--- src/rtl/fsk_pkg.sv ---
// fsk_pkg: shared types, widths and constants for the FSK symbol demodulator.
package fsk_pkg;
    typedef enum logic {IDLE, COUNT} state_t;
    localparam int STAT_W = 16;
    function automatic int cnt_width(input int n);
        return $clog2(n + 1);
    endfunction
endpackage

--- src/rtl/fsk_symbol_demod_edge.sv ---
// fsk_edge_detect: synchronises the raw FSK input and emits a one-cycle rising-edge pulse.
module fsk_edge_detect #(
    parameter int SYNC_STAGES = 2
) (
    input  logic clock,
    input  logic reset,
    input  logic raw,
    output logic pulse
);
    logic [SYNC_STAGES-1:0] sync;
    logic                   prev;
    always_ff @(posedge clock) begin
        if (reset) begin
            sync <= '0;
            prev <= 1'b0;
        end else begin
            sync <= SYNC_STAGES'({sync, raw});
            prev <= sync[SYNC_STAGES-1];
        end
    end
    always_comb pulse = ~prev & sync[SYNC_STAGES-1];
endmodule

--- src/rtl/fsk_symbol_demod.sv ---
// fsk_symbol_demod: counts input edges per fixed window and decides mark/space with an erasure flag.
// Optional saturating symbol/erasure totals are enabled by defining FSK_DEMOD_STATS_EN.
module fsk_symbol_demod
    import fsk_pkg::*;
#(
    parameter int SYM_CYCLES  = 32,
    parameter int THRESH      = 8,
    parameter int MARGIN      = 2,
    parameter int SYNC_STAGES = 2,
    localparam int CNT_W      = cnt_width(SYM_CYCLES)
) (
    input  logic             clock,
    input  logic             reset,
    input  logic             io_input,
    input  logic             io_enable,
    output logic             io_sym_valid,
    output logic             io_sym_bit,
    output logic             io_sym_erasure,
    output logic [CNT_W-1:0] io_edge_count,
    output logic             io_busy
`ifdef FSK_DEMOD_STATS_EN
    ,
    output logic [STAT_W-1:0] io_sym_total,
    output logic [STAT_W-1:0] io_erasure_total
`endif
);
    localparam logic [CNT_W-1:0] SYM_LAST = CNT_W'(SYM_CYCLES - 1);
    localparam logic [CNT_W-1:0] TH       = CNT_W'(THRESH);
    localparam logic [CNT_W-1:0] LO       = CNT_W'(THRESH - MARGIN);
    localparam logic [CNT_W-1:0] HI       = CNT_W'(THRESH + MARGIN - 1);

    state_t           state, state_next;
    logic             edge_pulse, run, last, bit_d, erasure_d;
    logic [CNT_W-1:0] cyc_cnt, edge_cnt, edge_sum;

    fsk_edge_detect #(.SYNC_STAGES(SYNC_STAGES)) u_edge (
        .clock (clock),
        .reset (reset),
        .raw   (io_input),
        .pulse (edge_pulse)
    );

    always_ff @(posedge clock) begin
        if (reset) state <= IDLE;
        else       state <= state_next;
    end

    always_comb state_next = io_enable ? COUNT : IDLE;

    always_comb io_busy = (state == COUNT);

    // edge_sum includes an edge landing in the current cycle, so the last cycle of a window counts
    always_comb begin
        run       = (state == COUNT) && io_enable;
        last      = run && (cyc_cnt == SYM_LAST);
        edge_sum  = (edge_pulse && edge_cnt != '1) ? edge_cnt + 1'b1 : edge_cnt;
        bit_d     = edge_sum >= TH;
        erasure_d = (MARGIN != 0) && (edge_sum >= LO) && (edge_sum <= HI);
    end

    always_ff @(posedge clock) begin
        if (reset || !run || last) begin
            cyc_cnt  <= '0;
            edge_cnt <= '0;
        end else begin
            cyc_cnt  <= cyc_cnt + 1'b1;
            edge_cnt <= edge_sum;
        end
    end

    always_ff @(posedge clock) begin
        if (reset) begin
            io_sym_valid   <= 1'b0;
            io_sym_bit     <= 1'b0;
            io_sym_erasure <= 1'b0;
            io_edge_count  <= '0;
        end else begin
            io_sym_valid <= last;
            if (last) begin
                io_sym_bit     <= bit_d;
                io_sym_erasure <= erasure_d;
                io_edge_count  <= edge_sum;
            end
        end
    end

`ifdef FSK_DEMOD_STATS_EN
    always_ff @(posedge clock) begin
        if (reset) begin
            io_sym_total     <= '0;
            io_erasure_total <= '0;
        end else if (last) begin
            io_sym_total     <= io_sym_total + STAT_W'(io_sym_total != '1);
            io_erasure_total <= io_erasure_total + STAT_W'(erasure_d && io_erasure_total != '1);
        end
    end
`endif
endmodule
--- config.mk ---
export PLATFORM = sky130hd
export DESIGN_NAME = fsk_symbol_demod
export DESIGN_NICKNAME = d
export VERILOG_FILES = /design/src/rtl/fsk_pkg.sv /design/src/rtl/fsk_symbol_demod_edge.sv /design/src/rtl/fsk_symbol_demod.sv
export SDC_FILE = /design/constraint.sdc
export NUM_CORES = 1
export LEC_CHECK = 0
export ABC_AREA = 1
export CAP_MARGIN = 20
export CORE_MARGIN = 1
export CORE_UTILIZATION = 35
export CTS_CLUSTER_DIAMETER = 60
export DETAILED_ROUTE_END_ITERATION = 10
export GPL_TIMING_DRIVEN = 0
export PLACE_DENSITY = 0.61
export SETUP_SLACK_MARGIN = 0.02
export SLEW_MARGIN = 15
export SYNTH_ARGS = -nofsm -noshare
export SYNTH_HDL_FRONTEND = slang
export SYNTH_HIERARCHICAL = 1
export SYNTH_SLANG_ARGS = --single-unit
--- constraint.sdc ---
create_clock -name clock -period 1.92 [get_ports clock]
set_input_delay 0.384 -clock clock [delete_from_list [all_inputs] [get_ports clock]]
set_output_delay 0.384 -clock clock [all_outputs]
set_load 0.02 [all_outputs]
### Yosys cells after proc, flatten, opt, wreduce, memory -nomap -nowiden

Cells that the tools add are included.

| word-level totals | value |
|---|---|
| flip-flop bits (word level) | 25 |
| input bits | 4 |
| output and inout bits | 10 |

| operators by class | value |
|---|---|
| $add $sub $neg | 2 |
| $lt $le $gt $ge | 3 |
| equality and inequality tests | 2 |
| multiplexer cells | 2 |
| bitwise logic cells | 2 |
| reductions and logical operators | 7 |

Operators by type and width:

| operator | count |
|---|---|
| $add A6 B1 Y6 const B | 2 |
| $eq A6 B5 Y1 const B | 1 |
| $ge A6 B3 Y1 const B | 1 |
| $ge A6 B4 Y1 const B | 1 |
| $le A6 B4 Y1 const B | 1 |
| $mux W6 | 1 |
| $ne A6 B6 Y1 const B | 1 |
| $logic_and A1 B1 Y1 | 4 |
| $logic_or A1 B1 Y1 | 2 |
| $and A1 B1 Y1 | 1 |
| $logic_not A1 Y1 | 1 |
| $mux W1 | 1 |
| $not A1 Y1 | 1 |

### Longest topological paths before layout

| logic depth | value |
|---|---|
| depth in word-level cells | 6 |
| mapped depth | 11 |
| gate-level depth less buffers | 11 |

### By module

The synthesis kept the hierarchy.

Modules (own cells, without submodules):

| module | instances | cells an instance | area an instance (µm²) |
|---|---|---|---|
| fsk_symbol_demod | 1 | 135 | 975.9 |
| fsk_edge_detect | 1 | 10 | 86.3 |

### Worst setup path after synthesis

No wires, ideal clock.

| path | value |
|---|---|
| path type | reg-to-reg |
| start | reg edge_cnt[0] |
| end | reg io_sym_erasure |
| library setup time | 0.113 ns |
| data arrival time | 1.319 ns |
| required time | 1.807 ns |
| slack | 0.488 ns |
| cell stages (with the launch flop) | 11 |
| buffers on the path | 0 |
| cell sequence | dfxtp_1 ha_1 nand3_1 o21bai_4 inv_1 nand2_1 nand2_1 nor2_1 nand2_1 nand3_1 nand2_1 |

| on the way | value |
|---|---|
| cells in the longest elaborated chain, start to end | 5 |

RTL lines:

| what | RTL line | text |
|---|---|---|
| from (decl) | fsk_symbol_demod.sv:34 | `logic [CNT_W-1:0] cyc_cnt, edge_cnt, edge_sum;` |
| from (signal assigned) | fsk_symbol_demod.sv:67 | `edge_cnt <= edge_sum;` |
| branches (longest 2 deep; another with $add A6 B1 Y6) | - |  |
| $mux W6 (*) | fsk_symbol_demod.sv:56 | `edge_sum = (edge_pulse && edge_cnt != '1) ? edge_cnt + 1'b1 : edge_cnt;` |
| $ge A6 B3 Y1 / $le A6 B4 Y1 (equally long branches) | fsk_symbol_demod.sv:58 | `erasure_d = (MARGIN != 0) && (edge_sum >= LO) && (edge_sum <= HI);` |
| $logic_and A1 B1 Y1 (*) | fsk_symbol_demod.sv:58 |  |
| to (signal assigned) | fsk_symbol_demod.sv:81 | `io_sym_erasure <= erasure_d;` |
| to (decl) | fsk_symbol_demod.sv:18 | `output logic io_sym_erasure,` |

Mark *: on every way between the ends.
A chain may end at the register's enable or synchronous reset.

### Worst setup path in the final report

Ends and elaborated chain as after synthesis.

==> reports/results.ini <==
[floorplan]
initial_core_util_pct = 37.9
dieArea_mm2 = 0.00326
core_area_mm2 = 0.00281
ios = 14
fp-row-count = 19
die_w_um = 57.1
die_y_um = 57.1

[synth]
ys_types = 20
seq_area_frac_synth_pct = 47.1
syn-num-nets = 151
ys.flop_type = dfxtp_1
synth_top_cell_area_share_pct = 47.1
synth-warning-count = 6
synth-edff-count = 0
postSynthCellCount = 145
synthTopCellsByArea = dfxtp_1 47%, nand2_1 14%, inv_1 8.8%
netlist_area_mm2 = 0.00106
ys_ff_latch = 25
async_flop_share_pct = 0
yosys.area.top_type = dfxtp_1
syn_area_per_cell_um2 = 7.33

[worst_setup_path]
end_kind = flop
cp_data_required_time_ns = 2.14
worst-setup-path-type = flop to flop
cp-start-kind = flop
path_max_fanout = 6
arrival_ns = 1.90

[routing]
routed_wl_mm = 1.91
dr.pass1.iters = 4
drc = 0
vias_per_cell = 4.65
vias = 897
postRouteAntennaNets = 0
wl_per_cell_um = 9.90
drtIter0Drc = 29

[sta]
fin_crit_ns = 1.68
fin_crit_sh_pct = 87.4
finalHoldViolations = 0
slew_violations = 0
rsz0062_at_grt = no
relSlewSlack_pct = 80.0
setup_violations = 0
fin_tns_setup_ns = 0
clock.fmax_mhz = 596
clock_skew_ns = 0.00734
tightest_slew_ns = 0.300
finalHoldWorstSlack_ns = 0.413

[cts]
tritoncts = yes
cts-root-buf = clkbuf_4
cts_buffers = 3
cts_resized = 0
clk_pin_slew_worst_paths_ns = 0.12
postCtsSetupBuffers = 0
clock_path_buffers = 2
clock-sinks = 25
h-tree-depth = 1
clk_latency_ns = 0.31
cts.hold.buffers_added = 0

[cells_and_area]
stdcell_area_mm2 = 0.00126
antennaDiodeCount = 0
area_delta_synth_final_pct = 18.4
multi_input_area_um2 = 457
nets = 169
layout_commonest_cell = nand2_1
regArea_um2 = 500
drive_gt1_share_pct = 5.56
postLayoutCoreUtil_pct = 44.8
final_cell_mix = 40 x nand2_1, 25 x inv_1, 25 x dfxtp_1, 17 x nor2_1, 13 x clkdlybuf4s50_1
fillers = 302

[global_route]
grt_util_all_layers_pct = 13.3
grt_antenna_before_repair = 0
grt_pass1_wl_mm = 3.37
grt_max_degree = 14
grt_pass1_vias = 814
grt_overflow = 0

[pwr]
power_mw = 0.779
p_leak_nw = 0.560
power_density_mw_per_mm2 = 620
vdd_ir_drop_max_uv = 351

[placed_design]
port_buffers = 13
hpwl_mm = 1.52
place_congestion = 0.783
placed_cell_area_mm2 = 0.00123

[outcome]
status = complete, no violations

[worst_hold_path]
hold_path_class = flop to flop

[run]
max-cap-violations = 0

[state kept, by name, indices dropped and copies added, names as in the netlist]
register and cells:
io_edge_count 6, io_sym_erasure 1, u_edge/prev 1, io_sym_valid 1, u_edge/sync 2, edge_cnt 6, io_busy 1, io_sym_bit 1
cyc_cnt 6
[critical path: stages, from the launching register on]
cell	delay, ns
dfxtp_1	0.46
ha_1	0.23
nand3_1	0.15
o21bai_4	0.23
inv_1	0.08
nand2_1	0.08
nand2_1	0.08
nor2_1	0.09
nand2_1	0.05
nand3_1	0.08
nand2_1	0.05
[cell usage after synthesis, types with 2 or more instances]
library cell  count
xor2_1            2
dfxtp_1          25
nand2_1          40
nand4_1           4
inv_1            25
nor2_1           17
a21oi_1           5
ha_1              2
o21ai_0           6
nand3_1           8
nor3_1            2
[stage by stage]
step	worst slack, ns	instances
after floorplan	0.488	145
after global placement	0.0388	189
after detailed placement	0.0347	189
after CTS	0.234	193
after global routing	0.0300	193
final	0.242	193
[cell families after synthesis]
group / share of synthesized area (%)
AND/OR/NAND/NOR: 30.6
adder cells (fa/ha/maj): 2.36
XOR/XNOR: 1.65
buffers and inverters: 9.89
AO/OA/AOI/OAI: 8.36
flip-flops: 47.1
[cell type report]
| cell class | count | share of cell area [%] |
|---|---|---|
| flip-flops and latches | 25 | 39.8 |
| multi-input cells | 93 | 36.3 |
| repair buffers | 13 | 10.3 |
| inverters | 26 | 7.76 |
| well taps | 31 | 3.08 |
| clock buffers | 4 | 2.09 |
| plain buffers | 1 | 0.597 |
[worst paths after layout]
check	from	to	slack (ns)	cells after the start
max	edge_cnt[0]	io_sym_erasure	0.24	10
min	u_edge/sync[0]	u_edge/sync[1]	0.41	2
max reg2reg	edge_cnt[0]	io_sym_erasure	0.24	10
min reg2reg	u_edge/sync[0]	u_edge/sync[1]	0.41	2
[layer usage]
| metal | vias up | part of all wire [%] | GRT usage (%) |
|---|---|---|---|
| met2 | 13 | 45 | 21.3 |
| met3 | 7 | 2.1 | 1.81 |
| met4 | 0 | 2.9 | 7.32 |
| met5 | - | 0 | 0 |
| li1 | 483 | - | - |
| met1 | 394 | 50 | 17.3 |
[power breakdown]
group          switching (mW)  leakage [nW]  internal (mW)
registers             0.00187         0.202          0.523
clock network           0.140        0.0150         0.0811
logic                  0.0193         0.343         0.0145
(Power assumes the default switching activity.)
